[config.mk]
export PLATFORM = sky130hd
export DESIGN_NAME = pc_next_unit
export DESIGN_NICKNAME = d
export VERILOG_FILES = /design/src/rtl/pc_next_unit_pkg.sv /design/src/rtl/pc_next_unit_pc_target_sel.sv /design/src/rtl/pc_next_unit.sv
export SDC_FILE = /design/constraint.sdc
export NUM_CORES = 1
export LEC_CHECK = 0
export ABC_AREA = 1
export BUFFER_PORTS_ARGS = -buffer_cell sky130_fd_sc_hd__buf_2
export CORE_AREA = 2 2 113 115
export DETAILED_ROUTE_END_ITERATION = 10
export DIE_AREA = 0 0 115 117
export GPL_TIMING_DRIVEN = 0
export PLACE_DENSITY = 0.87
export SYNTH_ARGS = -nofsm -noshare
export SYNTH_HDL_FRONTEND = slang
export SYNTH_SLANG_ARGS = --single-unit
[constraint.sdc]
create_clock -name clk -period 5.58 [get_ports clk]
set_clock_uncertainty 0.15 [all_clocks]
set_input_delay 1.116 -clock clk [delete_from_list [all_inputs] [get_ports clk]]
set_output_delay 1.116 -clock clk [all_outputs]
set_load 0.02 [all_outputs]
[src/rtl/pc_next_unit_pkg.sv]
// Shared definitions for the fetch PC block: address type, reset/exception
// defaults and the RUN/PEND state encoding.
package pc_next_unit_pkg;

  typedef logic [31:0] addr_t;

  localparam addr_t DEF_RESET_PC   = 32'hBFC0_0000;
  localparam addr_t DEF_EXC_VECTOR = 32'hBFC0_0380;

  typedef enum logic {
    RUN  = 1'b0,
    PEND = 1'b1
  } state_t;

endpackage

[src/rtl/pc_next_unit_pc_target_sel.sv]
// Combinational next-PC target formation and request priority mux.
// Optional exception redirect is compiled in with EXC_REDIRECT_EN.
module pc_target_sel
  import pc_next_unit_pkg::*;
#(
`ifdef EXC_REDIRECT_EN
  parameter addr_t EXC_VECTOR = DEF_EXC_VECTOR
`endif
) (
  input  logic [31:0] pc_f,
  input  logic        branch_taken_d,
  input  logic [31:0] sl2_offset_d,
  input  logic [31:0] pc_plus4_d,
  input  logic        jump_d,
  input  logic [25:0] instr_index_d,
  input  logic        jr_d,
  input  logic [31:0] jr_addr_d,
`ifdef EXC_REDIRECT_EN
  input  logic        exc_req,
`endif
  output logic [31:0] target,
  output logic        req
);

  addr_t branch_target;
  addr_t jump_target;

  assign branch_target = pc_plus4_d + sl2_offset_d;
  assign jump_target   = {pc_plus4_d[31:28], instr_index_d, 2'b00};

  always_comb begin
    target = pc_f + 32'd4;
    req    = 1'b1;
`ifdef EXC_REDIRECT_EN
    if (exc_req)             target = EXC_VECTOR;
    else
`endif
    if (jr_d)                target = jr_addr_d;
    else if (jump_d)         target = jump_target;
    else if (branch_taken_d) target = branch_target;
    else                     req    = 1'b0;
  end

endmodule

[src/rtl/pc_next_unit.sv]
// Fetch PC register with stall-time redirect buffering (RUN/PEND FSM).
// Define EXC_REDIRECT_EN to add the exc_req port and exception vector redirect.
module pc_next_unit
  import pc_next_unit_pkg::*;
#(
  parameter addr_t RESET_PC   = DEF_RESET_PC
`ifdef EXC_REDIRECT_EN
  ,
  parameter addr_t EXC_VECTOR = DEF_EXC_VECTOR
`endif
) (
  input  logic        clk,
  input  logic        rst,
  input  logic        stall_f,
  input  logic        branch_taken_d,
  input  logic [31:0] sl2_offset_d,
  input  logic [31:0] pc_plus4_d,
  input  logic        jump_d,
  input  logic [25:0] instr_index_d,
  input  logic        jr_d,
  input  logic [31:0] jr_addr_d,
`ifdef EXC_REDIRECT_EN
  input  logic        exc_req,
`endif
  output logic [31:0] pc_f,
  output logic [31:0] pc_plus4_f,
  output logic        redirect_f,
  output logic        adel_f,
  output logic        pending_f
);

  state_t state, state_next;
  addr_t  pc_next, pend_addr, pend_addr_next;
  logic   redirect_next;
  addr_t  target;
  logic   req;
  logic   exc_hit;

`ifdef EXC_REDIRECT_EN
  assign exc_hit = exc_req;

  pc_target_sel #(.EXC_VECTOR(EXC_VECTOR)) u_sel (
    .pc_f(pc_f), .branch_taken_d(branch_taken_d), .sl2_offset_d(sl2_offset_d),
    .pc_plus4_d(pc_plus4_d), .jump_d(jump_d), .instr_index_d(instr_index_d),
    .jr_d(jr_d), .jr_addr_d(jr_addr_d), .exc_req(exc_req),
    .target(target), .req(req)
  );
`else
  assign exc_hit = 1'b0;

  pc_target_sel u_sel (
    .pc_f(pc_f), .branch_taken_d(branch_taken_d), .sl2_offset_d(sl2_offset_d),
    .pc_plus4_d(pc_plus4_d), .jump_d(jump_d), .instr_index_d(instr_index_d),
    .jr_d(jr_d), .jr_addr_d(jr_addr_d),
    .target(target), .req(req)
  );
`endif

  always_ff @(posedge clk or posedge rst) begin
    if (rst) begin
      state      <= RUN;
      pc_f       <= RESET_PC;
      pend_addr  <= '0;
      redirect_f <= 1'b0;
    end else begin
      state      <= state_next;
      pc_f       <= pc_next;
      pend_addr  <= pend_addr_next;
      redirect_f <= redirect_next;
    end
  end

  always_comb begin
    state_next     = state;
    pc_next        = pc_f;
    pend_addr_next = pend_addr;
    redirect_next  = 1'b0;
    unique case (state)
      RUN: begin
        if (!stall_f) begin
          pc_next       = target;
          redirect_next = req;
        end else if (req) begin
          pend_addr_next = target;
          state_next     = PEND;
        end
      end
      PEND: begin
        if (stall_f) begin
          if (req) pend_addr_next = target;
        end else begin
          // Only an exception may displace the buffered redirect on release.
          pc_next       = exc_hit ? target : pend_addr;
          redirect_next = 1'b1;
          state_next    = RUN;
        end
      end
      default: state_next = RUN;
    endcase
  end

  assign pc_plus4_f = pc_f + 32'd4;
  assign adel_f     = |pc_f[1:0];
  assign pending_f  = (state == PEND);

endmodule

## Yosys cells after proc, flatten, opt, wreduce, memory -nomap -nowiden

Index checks and enable logic that the tools add are counted.

| operators by class | value |
|---|---|
| bitwise operators | 1 |
| equality and inequality tests | 2 |
| reductions and logical operators | 3 |
| add/subtract/negate cells | 2 |
| mux-type cells | 18 |

Operators by type and width:

| kind | number |
|---|---|
| two-way mux 32 bit | 7 |
| case mux 32 bit (2 select lines) | 1 |
| adder 32 x 3 -> 32 bit (second input constant) | 1 |
| adder 32 bit | 1 |
| two-way mux 1 bit | 8 |
| != test 2 bit (second input constant) | 2 |
| case mux 1 bit (2 select lines) | 2 |
| AND reduction 2 bit | 2 |
| OR reduction 2 bit | 1 |
| inverter 1 bit | 1 |

| word-level totals | value |
|---|---|
| output and inout port bits | 67 |
| bits in registers | 66 |
| bits of input ports | 128 |

## Depth between registers and ports, before layout

Gate-level depths: netlist of run 1.

| logic depth | value |
|---|---|
| depth after elaboration | 6 |
| gate-level depth with buffers | 17 |
| mapped depth without buffers | 17 |

## Modules after synthesis

From an unflattened synthesis of run 1, not the netlist that was laid out.

| unflattened totals | value |
|---|---|
| cells, all modules | 1292 |
| area, all modules | 7609.8 sq um |

By module, submodules not included:

| module | cells an instance | sequential area each (sq um) | times used | area each (sq um) |
|---|---|---|---|---|
| pc_target_sel | 845 | 0.0 | 1 | 4030.1 |
| pc_next_unit | 447 | 1662.8 | 1 | 3579.7 |

## Worst setup path after synthesis of run 1

No wires, ideal clock.

| timing | value |
|---|---|
| path type | in2reg |
| start point | in sl2_offset_d[0] |
| end point | reg pc_f[16] |
| arrival time | 2.725 ns |
| path buffers | 0 |
| stages | 16 |
| setup slack | 2.588 ns |
| cells stage by stage | ha_1 fa_1 nand3_1 nand3_1 nand2_1 nand2_1 nand2_1 nand2_1 a21oi_1 o21ai_0 nand2_1 nand2_1 nand2_1 nand2_1 nand2_1 nand2_1 |

| between the ends | value |
|---|---|
| word-level cells in the longest chain between the ends | 6 |

Ends and longest elaborated chain:

| item | line | RTL |
|---|---|---|
| start: declaration | pc_next_unit.sv:16 | `input logic [31:0] sl2_offset_d,` |
| adder 32 bit | pc_next_unit_pc_target_sel.sv:28 | `assign branch_target = pc_plus4_d + sl2_offset_d;` |
| two-way mux 32 bit | pc_next_unit_pc_target_sel.sv:40 | `else if (branch_taken_d) target = branch_target;` |
| two-way mux 32 bit | pc_next_unit_pc_target_sel.sv:39 | `else if (jump_d) target = jump_target;` |
| two-way mux 32 bit | pc_next_unit_pc_target_sel.sv:38 | `if (jr_d) target = jr_addr_d;` |
| two-way mux 32 bit | pc_next_unit.sv:80 | `if (!stall_f) begin` |
| case mux 32 bit (2 select lines) | pc_next_unit.sv:78 | `unique case (state)` |
| end signal: assignment | pc_next_unit.sv:67 | `pc_f <= pc_next;` |
| end: declaration | pc_next_unit.sv:25 | `output logic [31:0] pc_f,` |

No other way between the ends. The select of a mux whose other input is x is not followed.
A chain may end at the register's enable or synchronous reset.

## Worst setup path in the final report of run 1

| timing | value |
|---|---|
| start point | reg pc_f[3] |
| end point | out pc_plus4_f[16] |

| between the ends | value |
|---|---|
| word-level cells in the longest chain between the ends | 1 |

Ends and longest elaborated chain:

| item | line | RTL |
|---|---|---|
| adder 32 x 3 -> 32 bit | pc_next_unit.sv:102 | `assign pc_plus4_f = pc_f + 32'd4;` |
| end: declaration | pc_next_unit.sv:26 | `output logic [31:0] pc_plus4_f,` |

No other way between the ends.

==> results.yml, run 1 <==
cts:
  clk_pin_slew_ns: 0.06
  htree_levels: 3
  cts_hold_buf: 0
  cts_tree: "yes"
  cts_buffers: 9
  clockBufferDepth: 2
  clk_latency_ns: 0.34
  cts_num_sinks: 66
  cts_resized: 0
  post_cts_buffers: 0
  root_buffer: "clkbuf_16"
floorplanning:
  die-height_um: 117
  initial_core_util_pct: 57.7
  fp-row-count: 41
  io_pins: 195
  die_x_um: 115
  dieArea_um2: 13500
  core_um2: 12300
timing:
  slew_headroom_pct: 47.0
  setup_tns_ns: 0
  final.setup.worst_slack_ns: 2.03
  hold_violations: 0
  fin_crit_ns: 3.55
  worst_slew_pin_slew_ns: 0.795
  final_max_slew_viol_count: 0
  fmax_mhz: 282
  finalSetupViolations: 0
  rsz0062_at_grt: "false"
  period_share_pct: 63.6
placed_design:
  port-buffer-count: 191
  dp.cells: 1606
  pre_cts_ws_ns: 1.91
  dp_hpwl_um: 21300
  gp_congestion: 0.997
global_route:
  grt_max_degree: 43
  grt_pass1_wl_um: 40500
  grtUsageTotal_pct: 39.3
  antenna_found_initial: 0
  overflow: 0
  first_global_vias: 8155
critical_path:
  arrival_ns: 2.28
  crit_type: "reg2out"
  start_kind: "flop"
  end_kind: "output pin"
  ff2ff_path_depth: 16
  cp_data_required_time_ns: 4.31
  cp_max_fo: 5
synthesis:
  synthArstFlopShare_pct: 100
  ys_ff_latch: 66
  synth_top_family_by_area: "simple AND/OR/NAND/NOR gates"
  synth.most_common_cell: "nand2_1"
  synth_nets: 1425
  yosys_warnings: 0
  synth-simple-area-share_pct: 45.0
  yosysTopAreaCell: "nand2_1"
  synth_edf_count: 0
  synth_cell_types: 38
  seq_area_frac_synth_pct: 23.4
  synth-adder-area-share_pct: 5.92
  synth.top_cell.area_share_pct: 27.1
  synth_cells: 1264
  ys_dominant_reg_cell: "dfrtp_1"
  synth.area.mux_share_pct: 0
  synth_compound_area_share_pct: 11.1
  yosys-top-cells-area: "nand2_1, dfrtp_1, inv_1"
  netlist_area_um2: 7110
  synthTopCellsByCount: "nand2_1, inv_1, nor2_1"
  synth.avg_cell_area_um2: 5.62
  synth_xor_area_share_pct: 2.96
worst_hold_path:
  min_path_cells: 2
  hold_class: "reg2reg"
power_and_ir_drop:
  seq_power_share_pct: 31.2
  p_leak_uw: 0.00497
  p_clk_share_pct: 28.2
  switching_power_uw: 865
  comb_power_share_pct: 40.5
  internal_power_uw: 1170
  pwr_density_cell_nw_per_um2: 238
  p_sw_share_pct: 42.4
  peakVddDrop_mv: 0.320
detailed_routing:
  antenna_left: 0
  vias: 8966
  routed_wirelength_um: 26400
  drc_errors: 0
  detail_route.iter0.violations: 744
  wl_per_cell_um: 16.2
  drtPass1Iterations: 6
  vias_per_cell: 5.53
job:
  cap_violations: 0
cells_and_area:
  antennaDiodeCount: 0
  finalNonFillerCells: 1622
  areaGrowthSynthToFinish_pct: 20.6
  drive_gt1_share_pct: 18.3
  fin_nets: 1628
status:
  outcome: "finished clean"
worst max-delay path, stage by stage, from the launching register on:
cell     delay, ns
dfrtp_1       0.45
ha_1          0.33
nand3_2       0.20
nor2_2        0.15
nand2_1       0.13
nor2_1        0.14
nand2_1       0.11
xor2_1        0.23
inv_1         0.05
buf_2         0.16
cells in the final DEF, fill, tap and decap left out, types with 3 or more instances in the layout:
master and count:
a21oi_1 53, a22oi_1 4, buf_2 194, clkbuf_1 33, clkbuf_16 9, clkinv_1 4
clkinv_4 3, dfrtp_1 57, dfstp_2 9, ha_1 32, inv_1 162, inv_2 12
nand2_1 513, nand2_2 4, nand3_1 73, nand3b_1 6, nand4_1 5, nor2_1 131
nor2_2 3, nor3_1 12, o211ai_1 6, o21ai_0 36, o21ai_1 40, o21bai_1 4
or2_2 18, xnor2_1 5, xor2_1 19
power groups by stage:
stage | sequential [uW] | combinational [uW] | clock, uW
after floorplan | 654 | 494 | 0
after global routing | 641 | 909 | 593
after CTS | 630 | 812 | 571
final | 636 | 826 | 576
after detailed placement | 638 | 803 | 0
after global placement | 635 | 790 | 0
metrics by stage:
| step | utilization (%) | total power [uW] | area (um2) | hold slack [ns] |
|---|---|---|---|---|
| after detailed placement | 67.2 | 1440 | 8270 | 0.328 |
| after global placement | 67.0 | 1430 | 8250 | 0.319 |
| after floorplan | - | 1150 | 7110 | 0.298 |
| final | 69.6 | 2040 | 8570 | 0.342 |
| after global routing | 69.6 | 2140 | 8570 | 0.366 |
| after CTS | 69.6 | 2010 | 8570 | 0.344 |
routing by layer:
metal	up-vias	share of wire, %	GRT usage, %	wire length, um
met2	499	48	70.2	12800
met4	0	4.7	18.2	1240
met5	-	0	0	0
met1	4035	39	47.4	10200
met3	94	8.3	4.74	2190
li1	4338	-	-	-
state kept, by name (all words and copies together), names as in the netlist:
register,flops
pending_f,1
pc_f,32
pend_addr,32
redirect_f,1
cell type report:
type / count / area (um2)
flip-flops and latches: 66 / 1660
clock inverters: 7 / 77.6
plain buffers: 39 / 158
fillers: 1140 / 3740
well taps: 150 / 188
inverters: 178 / 668
clock buffers: 9 / 225
multi-input cells: 981 / 4620
repair buffers: 192 / 976
kinds of logic after synthesis:
| group | count (synthesis) |
|---|---|
| AOI/OAI and AO/OA | 147 |
| xor gates and xnor gates | 24 |
| adders and majority gates | 33 |
| buffers and inverters | 217 |
| DFF | 66 |
| and+or+nand+nor | 777 |
final timing paths:
kind / start / endpoint / slack, ns
setup reg to reg: pc_f[3]$_DFFE_PP0P_ / pc_f[16]$_DFFE_PP0P_ / 2.95
setup / recovery: pc_f[3]$_DFFE_PP0P_ / pc_plus4_f[16] / 2.03
hold reg to reg: pend_addr[2]$_DFFE_PP0P_ / pend_addr[2]$_DFFE_PP0P_ / 0.34
max in group asynchronous: rst / pc_f[31]$_DFFE_PP1P_ / 3.93
min in group asynchronous: rst / pend_addr[20]$_DFFE_PP0P_ / 0.67
hold / removal: pend_addr[2]$_DFFE_PP0P_ / pend_addr[2]$_DFFE_PP0P_ / 0.34
No activity file was read; power rests on OpenSTA's default activity.
==> inputs of run 2 (changes only) <==
- ABC_AREA: 1 -> 0
- CORE_AREA: 2 2 113 115 -> 2 2 117 119
- DIE_AREA: 0 0 115 117 -> 0 0 119 121
- PLACE_DENSITY: 0.87 -> 0.77
- clock period: 5.58 -> 3.2 ns (I/O delays scaled with it)
==> results.yml, run 2 <==
synthesis:
  ys_ff_latch: 66
  synth.avg_cell_area_um2: 7.79
  ys_dominant_reg_cell: "dfrtp_1"
  seq_area_frac_synth_pct: 27.4
  synth_edf_count: 0
  synthArstFlopShare_pct: 100
  synth.most_common_cell: "nand2_1"
  yosys-top-cells-area: "dfrtp_1, nand2_1, ha_1"
  netlist_area_um2: 6070
  synth.top_cell.area_share_pct: 23.5
  synth_cells: 779
  synthTopCellsByCount: "nand2_1, nor2_1, a21oi_1"
  synth_cell_types: 73
  yosys_warnings: 0
  yosysTopAreaCell: "dfrtp_1"
  synth_nets: 940
power_and_ir_drop:
  p_leak_uw: 0.00367
  p_sw_share_pct: 39.4
  switching_power_uw: 1450
  internal_power_uw: 2220
  seq_power_share_pct: 30.8
  pwr_density_cell_nw_per_um2: 464
  comb_power_share_pct: 39.3
  peakVddDrop_mv: 0.296
  p_clk_share_pct: 29.9
  p_total_uw: 3670
timing:
  finalSetupViolations: 0
  final_max_slew_viol_count: 0
  fmax_mhz: 313
  setup_tns_ns: 0
  rsz0062_at_grt: "true"
  final.setup.worst_slack_ns: 0.00770
  fin_crit_ns: 3.19
  period_share_pct: 99.8
  slew_headroom_pct: 44.0
  hold_violations: 0
  worst_slew_pin_slew_ns: 0.839
floorplanning:
  initial_core_util_pct: 46.4
  dieArea_um2: 14400
  io_pins: 195
  die_x_um: 119
  core_um2: 13100
  fp-row-count: 42
  die-height_um: 121
cts:
  cts_hold_buf: 0
  cts_num_sinks: 66
  clk_pin_slew_ns: 0.06
  root_buffer: "clkbuf_16"
  htree_levels: 3
  clk_latency_ns: 0.34
  cts_buffers: 9
  clockBufferDepth: 2
  cts_tree: "yes"
detailed_routing:
  vias: 7210
  antenna_left: 0
  wl_per_cell_um: 20.3
  drtPass1Iterations: 5
  detail_route.iter0.violations: 747
  vias_per_cell: 6.12
  routed_wirelength_um: 23900
  drc_errors: 0
placed_design:
  dp.cells: 1147
  pre_cts_ws_ns: -0.505
  dp_hpwl_um: 18000
  gp_congestion: 0.981
  place_area_um2: 7250
  port-buffer-count: 192
global_route:
  antenna_found_initial: 0
  first_global_vias: 6703
  grtUsageTotal_pct: 32.1
  overflow: 0
  grt_max_degree: 67
  grt_pass1_wl_um: 35500
cells_and_area:
  fin_nets: 1159
  fin_area_um2: 7900
  drive_gt1_share_pct: 30.4
  layout_commonest_cell: "buf_2"
  finalNonFillerCells: 1179
  final_cell_mix: "buf_2, nand2_1, nor2_1, a21oi_1, dfrtp_1"
  areaGrowthSynthToFinish_pct: 30.2
  largestRegisters: "pc_f (32), pend_addr (32)"
  antennaDiodeCount: 0
worst_hold_path:
  hold_class: "in2async"
critical_path:
  cp_max_fo: 3
  arrival_ns: 3.26
  cp_data_required_time_ns: 3.27
  start_kind: "primary input"
  setup.worst_path.start: "sl2_offset_d[1]"
  ff2ff_path_depth: 10
  ff2ff_setup_slack_ns: 0.36
  end_kind: "flop"
  r2r_end: "pc_f[23]$_DFFE_PP1P_"
  r2r-start: "pc_f[5]$_DFFE_PP0P_"
  crit_type: "in2reg"
job:
  cap_violations: 0
status:
  outcome: "finished clean"
run 2: changes by cell type in the layout (fill, tap and decap cells not counted), sizes merged, moves of 13 or more:
cell    before  now
xnor2        5   30
o21ai       76   52
nand2      518  112
a21o         1   18
a21oi       53   70
or2         19    1
a31oi        1   16
o221ai       0   13
nor2       136   73
inv        175   18
nand3       75   22
buf        198  216
run 2: layout make-up:
cell class,count,area (um2)
fillers,1262,5180
well taps,176,220
inverters,16,62.6
clock buffers,9,225
repair buffers,208,1090
multi-input cells,645,4280
flip-flops and latches,66,1680
plain buffers,52,253
clock inverters,7,98.8
run 2: cells by family after synthesis:
group | Yosys count | share of synthesized area (%)
muxes | 18 | 3.24
xor gates and xnor gates | 50 | 7.22
and+or+nand+nor | 284 | 21.7
buffers and inverters | 68 | 5.15
AOI/OAI and AO/OA | 260 | 28.4
DFF | 66 | 27.4
adders and majority gates | 33 | 6.93
run 2: power by group through the flow:
stage / Clock [uW] / Combinational, uW / Sequential [uW]
3_3_place_gp: 0 / 1320 / 1130
5_1_grt: 1130 / 1540 / 1140
4_1_cts: 1090 / 1360 / 1130
2_1_floorplan: 0 / 801 / 1170
6_report: 1100 / 1440 / 1130
3_5_place_dp: 0 / 1330 / 1140
run 2: worst max path at each step:
stage / to / slack [ns]
finish: pend_addr[31]$_DFFE_PP0P_ / 0.008
CTS: pc_plus4_f[27] / 0.007
global placement: pend_addr[22]$_DFFE_PP0P_ / -0.49
detailed placement: pend_addr[31]$_DFFE_PP0P_ / -0.51
floorplan: pend_addr[31]$_DFFE_PP0P_ / 0.02
global route: pend_addr[31]$_DFFE_PP0P_ / -0.04
run 2: timing repair:
action                     CTS  global route
buffers inserted             4            12
resized for setup           23            21
pin swaps                    5             9
hold endpoints to repair     0             0
setup endpoints to repair   20            18
run 2: critical path, cell delays in order:
cell and delay [ns]:
buf_2 0.12, ha_1 0.27, a21oi_1 0.07, nand4b_1 0.26, a2111o_1 0.48, a2111oi_4 0.46
o2111ai_2 0.18, nand3b_4 0.15, mux2_4 0.33, nor3_2 0.23, nor2_1 0.07
run 2: stage by stage:
stage | hold WS, ns | utilization (%)
2_1_floorplan | 0.291 | -
6_report | 0.319 | 60.4
4_1_cts | 0.330 | 58.9
3_5_place_dp | 0.317 | 55.4
3_3_place_gp | 0.309 | 55.4
5_1_grt | 0.352 | 60.4
run 2: layer usage:
layer | track usage (%) | part of all wire (%) | vias to the layer above | routed length (um)
li1 | - | - | 3274 | -
met1 | 42.1 | 39 | 3312 | 9290
met2 | 52.0 | 45 | 543 | 10800
met3 | 6.34 | 11 | 81 | 2740
met4 | 12.6 | 4.3 | 0 | 1020
met5 | 0 | 0 | - | 0
==> inputs of run 3 (changes only) <==
==> constraint.sdc (replaced) <==
create_clock -name clk -period 3.2 [get_ports clk]
set_clock_uncertainty 0.15 [all_clocks]
set_input_delay 0.16 -clock clk [delete_from_list [all_inputs] [get_ports clk]]
set_output_delay 0.16 -clock clk [all_outputs]
set_load 0.02 [all_outputs]
==> results.yml, run 3 (synthesis results as in run 2) <==
status:
  outcome: "finished clean"
floorplanning:
  die-height_um: 121
  core_um2: 13100
  fp-row-count: 42
  io_pins: 195
  die_x_um: 119
  initial_core_util_pct: 46.4
  dieArea_um2: 14400
critical_path:
  cp_num_buf_inv: 0
  cp_data_required_time_ns: 3.30
  end_kind: "flop"
  cp_slowest_cell: "nor3_2"
  cp_top_family: "simple AND/OR/NAND/NOR gates"
  cp_max_fo: 6
  cpPeakStageDelay_ns: 0.49
  arrival_ns: 3.21
  start_kind: "flop"
  crit_type: "reg2reg"
  path_cells: "and3_1 -> nand3_1 -> nor3_2 -> nand4_1 -> xor2_1 -> nor2_1 -> a211oi_2 -> a21oi_1 -> a221o_1"
cells_and_area:
  final_util_pct: 58.6
  areaGrowthSynthToFinish_pct: 26.3
  fillers: 1298
  drive_gt1_share_pct: 26.1
  ff_latch_area_um2: 1660
  largestRegisters: "pc_f (32), pend_addr (32)"
  finalNonFillerCells: 1169
  antennaDiodeCount: 0
  multi_input_area_um2: 4120
  layout_commonest_cell: "buf_2"
  fin_nets: 1149
  final_cell_mix: "buf_2, nand2_1, nor2_1, a21oi_1, dfrtp_1"
placed_design:
  pre_cts_ws_ns: -0.0250
  dp.cells: 1147
  port-buffer-count: 192
  gp_congestion: 0.981
  dp_hpwl_um: 18000
global_route:
  overflow: 0
  antenna_found_initial: 0
  grtUsageTotal_pct: 31.7
  grt_pass1_wl_um: 35100
  grt_max_degree: 67
  first_global_vias: 6636
timing:
  fin_crit_ns: 3.11
  worst_slew_pin_slew_ns: 0.842
  slew_headroom_pct: 43.9
  final.setup.worst_slack_ns: 0.0864
  rsz0062_at_grt: "false"
  hold_violations: 0
  final_max_slew_viol_count: 0
  finalSetupViolations: 0
  fmax_mhz: 321
  period_share_pct: 97.3
cts:
  clk_latency_ns: 0.34
  cts_tree: "yes"
  cts_buffers: 9
  root_buffer: "clkbuf_16"
  clk_pin_slew_ns: 0.06
  cts_num_sinks: 66
  htree_levels: 3
  clockBufferDepth: 2
detailed_routing:
  vias: 7134
  drtPass1Iterations: 7
  routed_wirelength_um: 23500
  vias_per_cell: 6.10
  drc_errors: 0
  wl_per_cell_um: 20.1
  antenna_left: 0
  detail_route.iter0.violations: 765
power_and_ir_drop:
  internal_power_uw: 2180
  peakVddDrop_mv: 0.297
  p_clk_share_pct: 30.4
  p_sw_share_pct: 39.4
  switching_power_uw: 1420
  p_leak_uw: 0.00358
  comb_power_share_pct: 38.1
  p_total_uw: 3600
  pwr_density_cell_nw_per_um2: 469
  seq_power_share_pct: 31.5
job:
  cap_violations: 0
worst_hold_path:
  hold_class: "in2reg"
==> run 3: changes by cell type in the layout (fill, tap and decap cells not counted), moves of 3 or more <==
cell	change
dfrtp_1	+10
dfrtp_2	-10
nand3_1	+3
dlygate4sd3_1	+6
ha_1	+3
xnor2_2	-6
buf_4	-18
xnor2_1	+6
==> run 3: layout make-up <==
cell class	count	share of cell area (%)
inverters	16	0.816
well taps	176	2.87
plain buffers	52	3.30
flip-flops and latches	66	21.7
clock inverters	7	1.29
multi-input cells	645	53.8
clock buffers	9	2.94
repair buffers	198	13.3
==> run 3: tightest hold or removal path, cell delays in order <==
cell	delay, ns
buf_2	0.11
nor2_1	0.13
o31ai_1	0.09
==> run 3: power by group through the flow <==
stage                     clock network, uW  registers (uW)  logic [uW]
final                                  1090            1130        1370
after CTS                              1090            1120        1340
after global routing                   1140            1140        1460
after floorplan                           0            1170         801
after detailed placement                  0            1140        1330
after global placement                    0            1130        1320
==> run 3: stage by stage <==
step	setup TNS, ns	instance area, um2	hold slack [ns]
after floorplan	0	6070	0.158
after global placement	-0.0143	7250	0.279
after detailed placement	-0.0454	7250	0.234
after CTS	0	7640	0.00536
after global routing	0	7660	0.0270
final	0	7660	0.00870
==> run 3: repair_timing <==
item	CTS	global route
gates resized for setup	0	4
setup buffers	0	0
endpoints found under the setup margin	0	6
hold buffers	6	0
hold endpoints to repair	64	0
==> run 3: final timing paths <==
path / from / to / slack, ns / cells after the start
worst min-delay path: pc_plus4_d[28] / pc_f[28]$_DFFE_PP1P_ / 0.009 / 3
min in group asynchronous: rst / pc_f[1]$_DFFE_PP0P_ / 0.39 / 3
max in group asynchronous: rst / pc_f[19]$_DFFE_PP0P_ / 1.96 / 3
worst min register to register: pend_addr[4]$_DFFE_PP0P_ / pend_addr[4]$_DFFE_PP0P_ / 0.33 / 2
worst max-delay path: pc_f[4]$_DFFE_PP0P_ / pc_f[23]$_DFFE_PP1P_ / 0.09 / 9
worst max register to register: pc_f[4]$_DFFE_PP0P_ / pc_f[23]$_DFFE_PP1P_ / 0.09 / 9
==> run 3: per-layer routing <==
layer	GRT usage [%]	vias to the layer above	part of all wire, %
met4	12.2	0	4.1
met5	0	-	0
met3	5.69	77	11
met2	51.3	491	44
met1	42.2	3309	40
li1	-	3257	-
